<file path="config.mk">
export PLATFORM = sky130hd
export DESIGN_NAME = mul_add_shift_seq
export DESIGN_NICKNAME = d
export VERILOG_FILES = /design/src/rtl/mul_add_shift_seq.sv
export SDC_FILE = /design/constraint.sdc
export NUM_CORES = 1
export LEC_CHECK = 0
export CORE_UTILIZATION = 38
export CTS_CLUSTER_DIAMETER = 120
export CTS_CLUSTER_SIZE = 12
export DETAILED_ROUTE_END_ITERATION = 8
export PLACE_DENSITY = 0.67
export REMOVE_ABC_BUFFERS = 1
export SYNTH_ARGS = -nofsm -noshare
export SYNTH_HDL_FRONTEND = slang
export SYNTH_SLANG_ARGS = --single-unit
</file>
<file path="constraint.sdc">
create_clock -name clk -period 3.3 [get_ports clk]
set_clock_uncertainty 0.15 [all_clocks]
set_input_delay 0.66 -clock clk [delete_from_list [all_inputs] [get_ports clk]]
set_output_delay 0.66 -clock clk [all_outputs]
set_load 0.01 [all_outputs]
</file>
<file path="src/rtl/mul_add_shift_seq.sv">
// ---------------------------------------------------------------------------
// mul_add_shift_seq
//   Sequential add-shift multiplier. One partial product is accumulated per
//   clock, so a nonzero multiply takes WIDTH RUN cycles. A zero operand skips
//   RUN entirely. In two's-complement mode the magnitudes are multiplied and
//   the sign is applied to the final product.
//
// Ports
//   clk    rising-edge clock
//   rst    synchronous active-high reset (aborts any operation in flight)
//   start  request, sampled only in IDLE
//   tc     1 = signed operands, 0 = unsigned (sampled with start)
//   a, b   multiplicand / multiplier (sampled with start)
//   prod   registered 2*WIDTH-bit product, held until the next result
//   busy   high whenever the unit is not IDLE
//   done   one-cycle pulse while prod presents a freshly written result
// ---------------------------------------------------------------------------
module mul_add_shift_seq #(
  parameter int WIDTH = 8,
  parameter int CNT_W = $clog2(WIDTH + 1)
) (
  input  logic                 clk,
  input  logic                 rst,
  input  logic                 start,
  input  logic                 tc,
  input  logic [WIDTH-1:0]     a,
  input  logic [WIDTH-1:0]     b,
  output logic [2*WIDTH-1:0]   prod,
  output logic                 busy,
  output logic                 done
);

  typedef enum logic [1:0] {
    S_IDLE = 2'd0,
    S_RUN  = 2'd1,
    S_DONE = 2'd2
  } state_t;

  state_t               r_state;
  state_t               w_state_next;

  logic [2*WIDTH-1:0]   r_acc;
  logic [WIDTH-1:0]     r_mcand;
  logic [WIDTH-1:0]     r_mplr;
  logic [CNT_W-1:0]     r_count;
  logic                 r_neg;
  logic [2*WIDTH-1:0]   r_prod;

  logic                 w_zero;
  logic                 w_last;
  logic [WIDTH-1:0]     w_a_mag;
  logic [WIDTH-1:0]     w_b_mag;
  logic [WIDTH-1:0]     w_addend;
  logic [WIDTH:0]       w_sum;
  logic [2*WIDTH-1:0]   w_acc_next;
  logic [2*WIDTH-1:0]   w_prod_final;

  // Operand conditioning. The unsigned reading of -a is the magnitude, which
  // also holds for the most negative value (it maps to 2^(WIDTH-1)).
  assign w_a_mag = (tc && a[WIDTH-1]) ? -a : a;
  assign w_b_mag = (tc && b[WIDTH-1]) ? -b : b;
  assign w_zero  = (a == '0) || (b == '0);
  assign w_last  = (r_count == CNT_W'(1));

  // One add-shift step: add the multiplicand into the upper half when the
  // current multiplier bit is set, then shift right with the carry entering
  // at the top.
  assign w_addend     = r_mplr[0] ? r_mcand : '0;
  assign w_sum        = {1'b0, r_acc[2*WIDTH-1:WIDTH]} + {1'b0, w_addend};
  assign w_acc_next   = (2*WIDTH)'({w_sum, r_acc[WIDTH-1:0]} >> 1);
  assign w_prod_final = r_neg ? -w_acc_next : w_acc_next;

  // State register
  always_ff @(posedge clk) begin
    if (rst) begin
      r_state <= S_IDLE;
    end else begin
      r_state <= w_state_next;
    end
  end

  // Next-state logic
  always_comb begin
    w_state_next = r_state;
    case (r_state)
      S_IDLE: begin
        if (start) begin
          w_state_next = w_zero ? S_DONE : S_RUN;
        end
      end
      S_RUN: begin
        if (w_last) begin
          w_state_next = S_DONE;
        end
      end
      S_DONE:  w_state_next = S_IDLE;
      default: w_state_next = S_IDLE;
    endcase
  end

  // Output decode
  always_comb begin
    busy = (r_state != S_IDLE);
    done = (r_state == S_DONE);
  end

  assign prod = r_prod;

  // Datapath registers
  always_ff @(posedge clk) begin
    if (rst) begin
      r_acc   <= '0;
      r_mcand <= '0;
      r_mplr  <= '0;
      r_count <= '0;
      r_neg   <= 1'b0;
      r_prod  <= '0;
    end else begin
      case (r_state)
        S_IDLE: begin
          if (start) begin
            r_mcand <= w_a_mag;
            r_mplr  <= w_b_mag;
            r_neg   <= tc & (a[WIDTH-1] ^ b[WIDTH-1]);
            r_acc   <= '0;
            r_count <= CNT_W'(WIDTH);
            // Early exit publishes zero directly; the sign is irrelevant.
            if (w_zero) begin
              r_prod <= '0;
            end
          end
        end
        S_RUN: begin
          r_acc   <= w_acc_next;
          r_mplr  <= r_mplr >> 1;
          r_count <= r_count - CNT_W'(1);
          if (w_last) begin
            r_prod <= w_prod_final;
          end
        end
        default: ;
      endcase
    end
  end

endmodule
</file>
==> flow_summary.yaml, run 1 <==
status:
  outcome: "completed"
power:
  power.density_cell_area_mw_per_mm2: 386
  share_of_total_power_in_combinational_logic: 0.210
  power.internal_uw: 951
  vdd_ir_drop_max_uv: 175
  share_seq_of_total_power: 0.528
  sw_frac_of_total: 0.303
  power.share.clock: 0.263
  leakage_uw: 0.00138
  switchingPower_uw: 413
clocking:
  worstSkewPairLatency_ps: 310
  postCtsSetupRepairBufs: 0
  clock_tree.htree_level_count: 2
  clkSlewWorstSetupHoldPaths_ps: 90
  cts-buffers-inserted: 5
  cts.sink_count: 54
  cts.hold.buffers_added: 0
  cts_tree: "yes"
  post_cts.resized_instances: 0
  clockRootBuffer: "clkbuf_8"
  cts.path.max_buffers: 2
critical_path:
  cp-end-kind: "register"
  worst-path-buf-inv: 0
  critical_path.cell_chain: "and2_1, ha_1, fa_1, nor3_1, nand4_1, or3_1, o31ai_2, xnor2_1, a22o_1"
  critical_path.slowest_cell: "fa_1"
  worst_ep_arrival_time_ps: 3070
  worst-setup-path-type: "register to register"
  critPathMaxStageDelay_ps: 480
  critical-path-top-delay-family: "simple AND/OR/NAND/NOR gates"
  timing.reg2reg.setup_slack_ps: 290
  worst-path-max-fanout: 9
  timing.critical_path.required_ps: 3360
  critPathLaunchType: "register"
drt:
  drt-vias-per-instance: 5.23
  detail_route.drc_violations: 0
  drt-initial-drc-count: 104
  detail_route.first_pass.iterations: 4
  detail_route.wirelength_um: 6280
  wl_per_cell_um: 12.6
  ant_nets: 0
  detailroute.via_count: 2608
floorplan:
  pin_count: 38
  die_height_um: 90.7
  placementRows: 31
  floorplan.die.width_um: 90.7
  die-area_mm2: 0.00823
  core_mm2: 0.00745
  floorplan.initialDensity: 0.402
timing:
  setup_repair_after_global_routing_missed_its_margin: "no"
  hold_ws_ps: 307
  fin_crit_ps: 3010
  report.final.hold_viol_count: 0
  tns_ps: 0
  finalSetupViolations: 0
  report.final.slew_viol_count: 0
  fmaxAchievable_ghz: 0.332
  period_share: 0.914
  max-slew-margin-rel: 0.440
  tightest_slew_ps: 839
grt:
  grt_max_degree: 33
  grt_first_pass_wirelength_um: 10500
  grt_remaining_overflow: 0
  globalRouteMet3Util: 0.0253
  global_route.usage.met2: 0.264
  number_of_antenna_violations_at_the_first_check_in_global_routing: 0
  busiest_layer: "met2"
  globalRouteTotalUtil: 0.155
  first_global_vias: 2379
  gr-usage-met1: 0.200
yosys:
  synthDistinctLibCells: 41
  post-synth-top-count-cell: "nor2_1"
  synth_enable_flop_cells: 0
  biggest_area_consumer_among_synthesized_cells: "dfxtp_1"
  synthesis.area_mm2: 0.00299
  ffs_w_async_s_r_synth: 0
  post_synth_inst_count: 370
  synth.yosys.seq_area_share: 0.361
  ys_top_cells_by_area: "dfxtp_1 (36%), nor2_1 (7.7%), a21oi_1 (5.7%), ha_1 (5.4%), xnor2_1 (4.7%)"
  postSynthRegisterBits: 54
  ys_top_cells_by_count: "nor2_1 (61), dfxtp_1 (54), a21oi_1 (34)"
  synthDominantCellAreaShare: 0.361
  avgSynthCellArea_um2: 8.09
  post_synth_top_flop: "dfxtp_1"
  synth_warnings: 0
placed_design:
  place_congestion: 0.800
  numPortBuffers: 37
  detailed_place_hpwl_um: 4630
final_layout:
  diodes: 0
  multi_input_comb_area_mm2: 0.00177
  n_fill_cell: 748
  final_layout_size_suffix_gt1_frac: 0.0475
  finish.net_count: 434
  final-seq-area_mm2: 0.00108
  synthToLayoutAreaGrowth_pct: 18.2
run:
  timing.max_cap.violations: 0
hold_path:
  hold_class: "register to register"
==> worst reg2reg max path: stages, from the launching register on <==
cell and delay, ps:
dfxtp_1 440, and2_1 180, ha_1 190, fa_1 480
nor3_1 310, nand4_1 160, or3_1 420, o31ai_2 260
xnor2_1 100, a22o_1 230
==> power by group through the flow <==
| stage | sequential (µW) | clock (µW) | combinational (µW) |
|---|---|---|---|
| floorplan | 725 | 0 | 185 |
| global placement | 734 | 0 | 284 |
| detailed placement | 735 | 0 | 287 |
| CTS | 720 | 365 | 287 |
| global route | 726 | 387 | 319 |
| finish | 720 | 358 | 286 |
==> kinds of logic after synthesis <==
kind of cell | synth area share
simple gates | 0.230
compound gates | 0.205
flops | 0.361
buf+inv | 0.0485
xor+xnor | 0.0878
fa+ha+maj | 0.0610
mux | 0.00669
==> final cells by class <==
class / count / area share
multi-input cells: 278 / 0.499
flip-flops and latches: 54 / 0.306
inverters: 17 / 0.0180
clock inverters: 1 / 0.00212
well taps: 99 / 0.0350
clock buffers: 6 / 0.0205
repair buffers: 44 / 0.120
==> through the flow <==
| stage | setup WS, ps | area [µm²] | util | power [µW] | cells |
|---|---|---|---|---|---|
| finish | 285 | 3540 | 0.475 | 1360 | 499 |
| global route | 135 | 3540 | 0.475 | 1430 | 499 |
| CTS | 268 | 3540 | 0.475 | 1370 | 499 |
| detailed placement | 127 | 3460 | 0.464 | 1020 | 492 |
| global placement | 209 | 3460 | 0.464 | 1020 | 492 |
| floorplan | 520 | 2910 | - | 910 | 349 |
==> path summary, 6_finish.rpt <==
path,startpoint,to,cells past startpoint
setup / recovery,r_mplr[0],prod[14],9
hold / removal,r_mcand[0],r_mcand[0],2
setup reg to reg,r_mplr[0],prod[14],9
hold reg to reg,r_mcand[0],r_mcand[0],2
==> metal layers <==
| metal | vias up | wire, µm |
|---|---|---|
| li1 | 1354 | - |
| met1 | 1200 | 3160 |
| met2 | 49 | 2870 |
| met3 | 5 | 189 |
| met4 | 0 | 63 |
| met5 | - | 0 |
==> cell usage in the layout, fill, tap and decap left out, types with 3 or more instances in the layout <==
master           instances
ha_1                    13
a31oi_1                  4
a211oi_1                 6
a22o_1                   4
or3_1                    5
nand3_1                  5
a22oi_1                 16
a21oi_1                 34
and2_1                   9
xnor2_1                 16
a221oi_1                 5
clkdlybuf4s50_1         37
nor2b_1                  6
inv_1                   17
buf_4                    7
clkbuf_8                 5
o21ai_0                  8
o31ai_1                  3
nor3_1                  22
xor2_1                  14
nor2_1                  61
dfxtp_1                 54
nand2_1                 20
==> sequential cells by signal, indices dropped and copies added (netlist names) <==
signal,cells
prod,16
r_acc,15
r_count,4
r_mcand,8
r_mplr,8
r_neg,1
r_state,2
No activity file was read; power rests on OpenSTA's default activity.
==> run 2, diff against run 1 <==
--- a/config.mk
+++ b/config.mk
@@ -5,7 +5,9 @@
 export SDC_FILE = /design/constraint.sdc
 export NUM_CORES = 1
 export LEC_CHECK = 0
+export CAP_MARGIN = 15
 export CORE_UTILIZATION = 38
+export CTS_BUF_LIST = sky130_fd_sc_hd__clkbuf_8
 export CTS_CLUSTER_DIAMETER = 120
 export CTS_CLUSTER_SIZE = 12
 export DETAILED_ROUTE_END_ITERATION = 8
==> run 2 against run 1 <==
Design area is the same. Register-to-register slack barely moved. Global-route usage stayed put. Clock power is essentially flat. Utilization is the same. Wire length decreased by 0.25%. Critical endpoint unchanged. Largest power group unchanged.
==> flow_summary.yaml, run 2 (synthesized netlist as in run 1, its figures left out) <==
power:
  finalPower_uw: 1360
  vdd_ir_drop_max_uv: 174
  leakage_uw: 0.00138
  power.density_cell_area_mw_per_mm2: 384
final_layout:
  final_layout_size_suffix_gt1_frac: 0.0475
  finish.net_count: 434
  final-seq-area_mm2: 0.00108
  final_cells: 499
  multi_input_comb_area_mm2: 0.00177
  final_cell_mix: "nor2_1 (61), dfxtp_1 (54), clkdlybuf4s50_1 (37)"
  layout.cells.most_common: "nor2_1"
  synthToLayoutAreaGrowth_pct: 18.2
  largest_reg_flops: 16
  diodes: 0
  n_fill_cell: 748
timing:
  timing.final.ws_setup_ps: 286
  tns_ps: 0
  fmaxAchievable_ghz: 0.332
  setup_repair_after_global_routing_missed_its_margin: "no"
  report.final.slew_viol_count: 0
  period_share: 0.913
  report.final.hold_viol_count: 0
  max-slew-margin-rel: 0.442
  tightest_slew_ps: 837
  fin_crit_ps: 3010
  finalSetupViolations: 0
clocking:
  cts.path.max_buffers: 2
  cts_tree: "yes"
  cts.sink_count: 54
  cts.hold.buffers_added: 0
  clkSlewWorstSetupHoldPaths_ps: 90
  cts-buffers-inserted: 5
  post_cts.resized_instances: 0
  worstSkewPairLatency_ps: 310
  postCtsSetupRepairBufs: 0
  clock_tree.htree_level_count: 2
  clockRootBuffer: "clkbuf_8"
hold_path:
  hold_class: "register to register"
  min_delay_worst_endpoint: "r_mcand[7]"
  worst_hold_path_cell_count: 2
  hp-start: "r_mcand[7]"
placed_design:
  place_congestion: 0.800
  pre_cts_slack_ps: 127
  detailed_place_hpwl_um: 4630
  placed_cells_incl_taps: 492
  numPortBuffers: 37
critical_path:
  timing.critical_path.required_ps: 3360
  timing.reg2reg.setup_slack_ps: 290
  r2r-end: "prod[14]"
  worst_ep_arrival_time_ps: 3070
  worst-setup-path-type: "register to register"
  cp-end-kind: "register"
  worst-r2r-cell-count: 9
  critPathLaunchType: "register"
  worst-path-max-fanout: 9
  regToRegStartpoint: "r_mplr[0]"
grt:
  first_global_vias: 2379
  globalRouteTotalUtil: 0.155
  grt_remaining_overflow: 0
  number_of_antenna_violations_at_the_first_check_in_global_routing: 0
  grt_first_pass_wirelength_um: 10500
  grt_max_degree: 33
floorplan:
  floorplan.initialDensity: 0.402
  core_mm2: 0.00745
  die-area_mm2: 0.00823
  die_height_um: 90.7
  placementRows: 31
  floorplan.die.width_um: 90.7
  pin_count: 38
drt:
  detailroute.via_count: 2613
  ant_nets: 0
  detail_route.wirelength_um: 6260
  detail_route.drc_violations: 0
  wl_per_cell_um: 12.5
  drt-vias-per-instance: 5.24
  drt-initial-drc-count: 104
  detail_route.first_pass.iterations: 4
status:
  outcome: "completed"
run:
  timing.max_cap.violations: 0
[run 2: changes by cell type in the layout (fill, tap and decap cells not counted), sizes merged]
cell    before  now
clkbuf       6    5
inv         17   18
[run 2: through the flow]
step                cell area, µm²   util  hold slack [ps]
finish                        3540  0.475              307
global route                  3540  0.475              341
CTS                           3540  0.475              307
detailed placement            3460  0.464              294
global placement              3460  0.464              287
floorplan                     2910      -              271
[run 2: where the power goes]
part           switching [µW]  internal [µW]  leakage (µW)
registers                32.4            687      0.000439
clock network             211            143     0.0000414
logic                     168            118      0.000900
total                     412            948       0.00138
[run 2: layout make-up]
class                      count  share of cell area
sequential                    54               0.306
timing repair buffer          44               0.120
inverter                      17              0.0180
clock buffer                   5              0.0194
tap                           99              0.0350
clock inverter                 2             0.00318
multi-input combinational    278               0.499
[run 2: layer usage]
layer	vias to the layer above	wire, µm	global-route usage
li1	1354	-	-
met1	1202	3100	0.200
met2	52	2890	0.264
met3	5	210	0.0253
met4	0	63	0.0470
met5	-	0	0
[run 2: worst max-delay path by stage]
stage                to  depth (start not counted)  slack (ps)      start
2_1_floorplan  prod[14]                          9         520  r_mplr[0]
6_report       prod[14]                          9         290  r_mplr[0]
5_1_grt        prod[14]                          9         140  r_mplr[0]
3_5_place_dp    prod[1]                         10         130       a[0]
3_3_place_gp   prod[13]                          7         210       b[3]
4_1_cts        prod[14]                          9         270  r_mplr[0]
[run 2: critical path, cell delays in order, from the launching register on]
cell and delay [ps]:
dfxtp_1 440, and2_1 180, ha_1 190, fa_1 480, nor3_1 310, nand4_1 160, or3_1 420, o31ai_2 260
xnor2_1 100, a22o_1 230
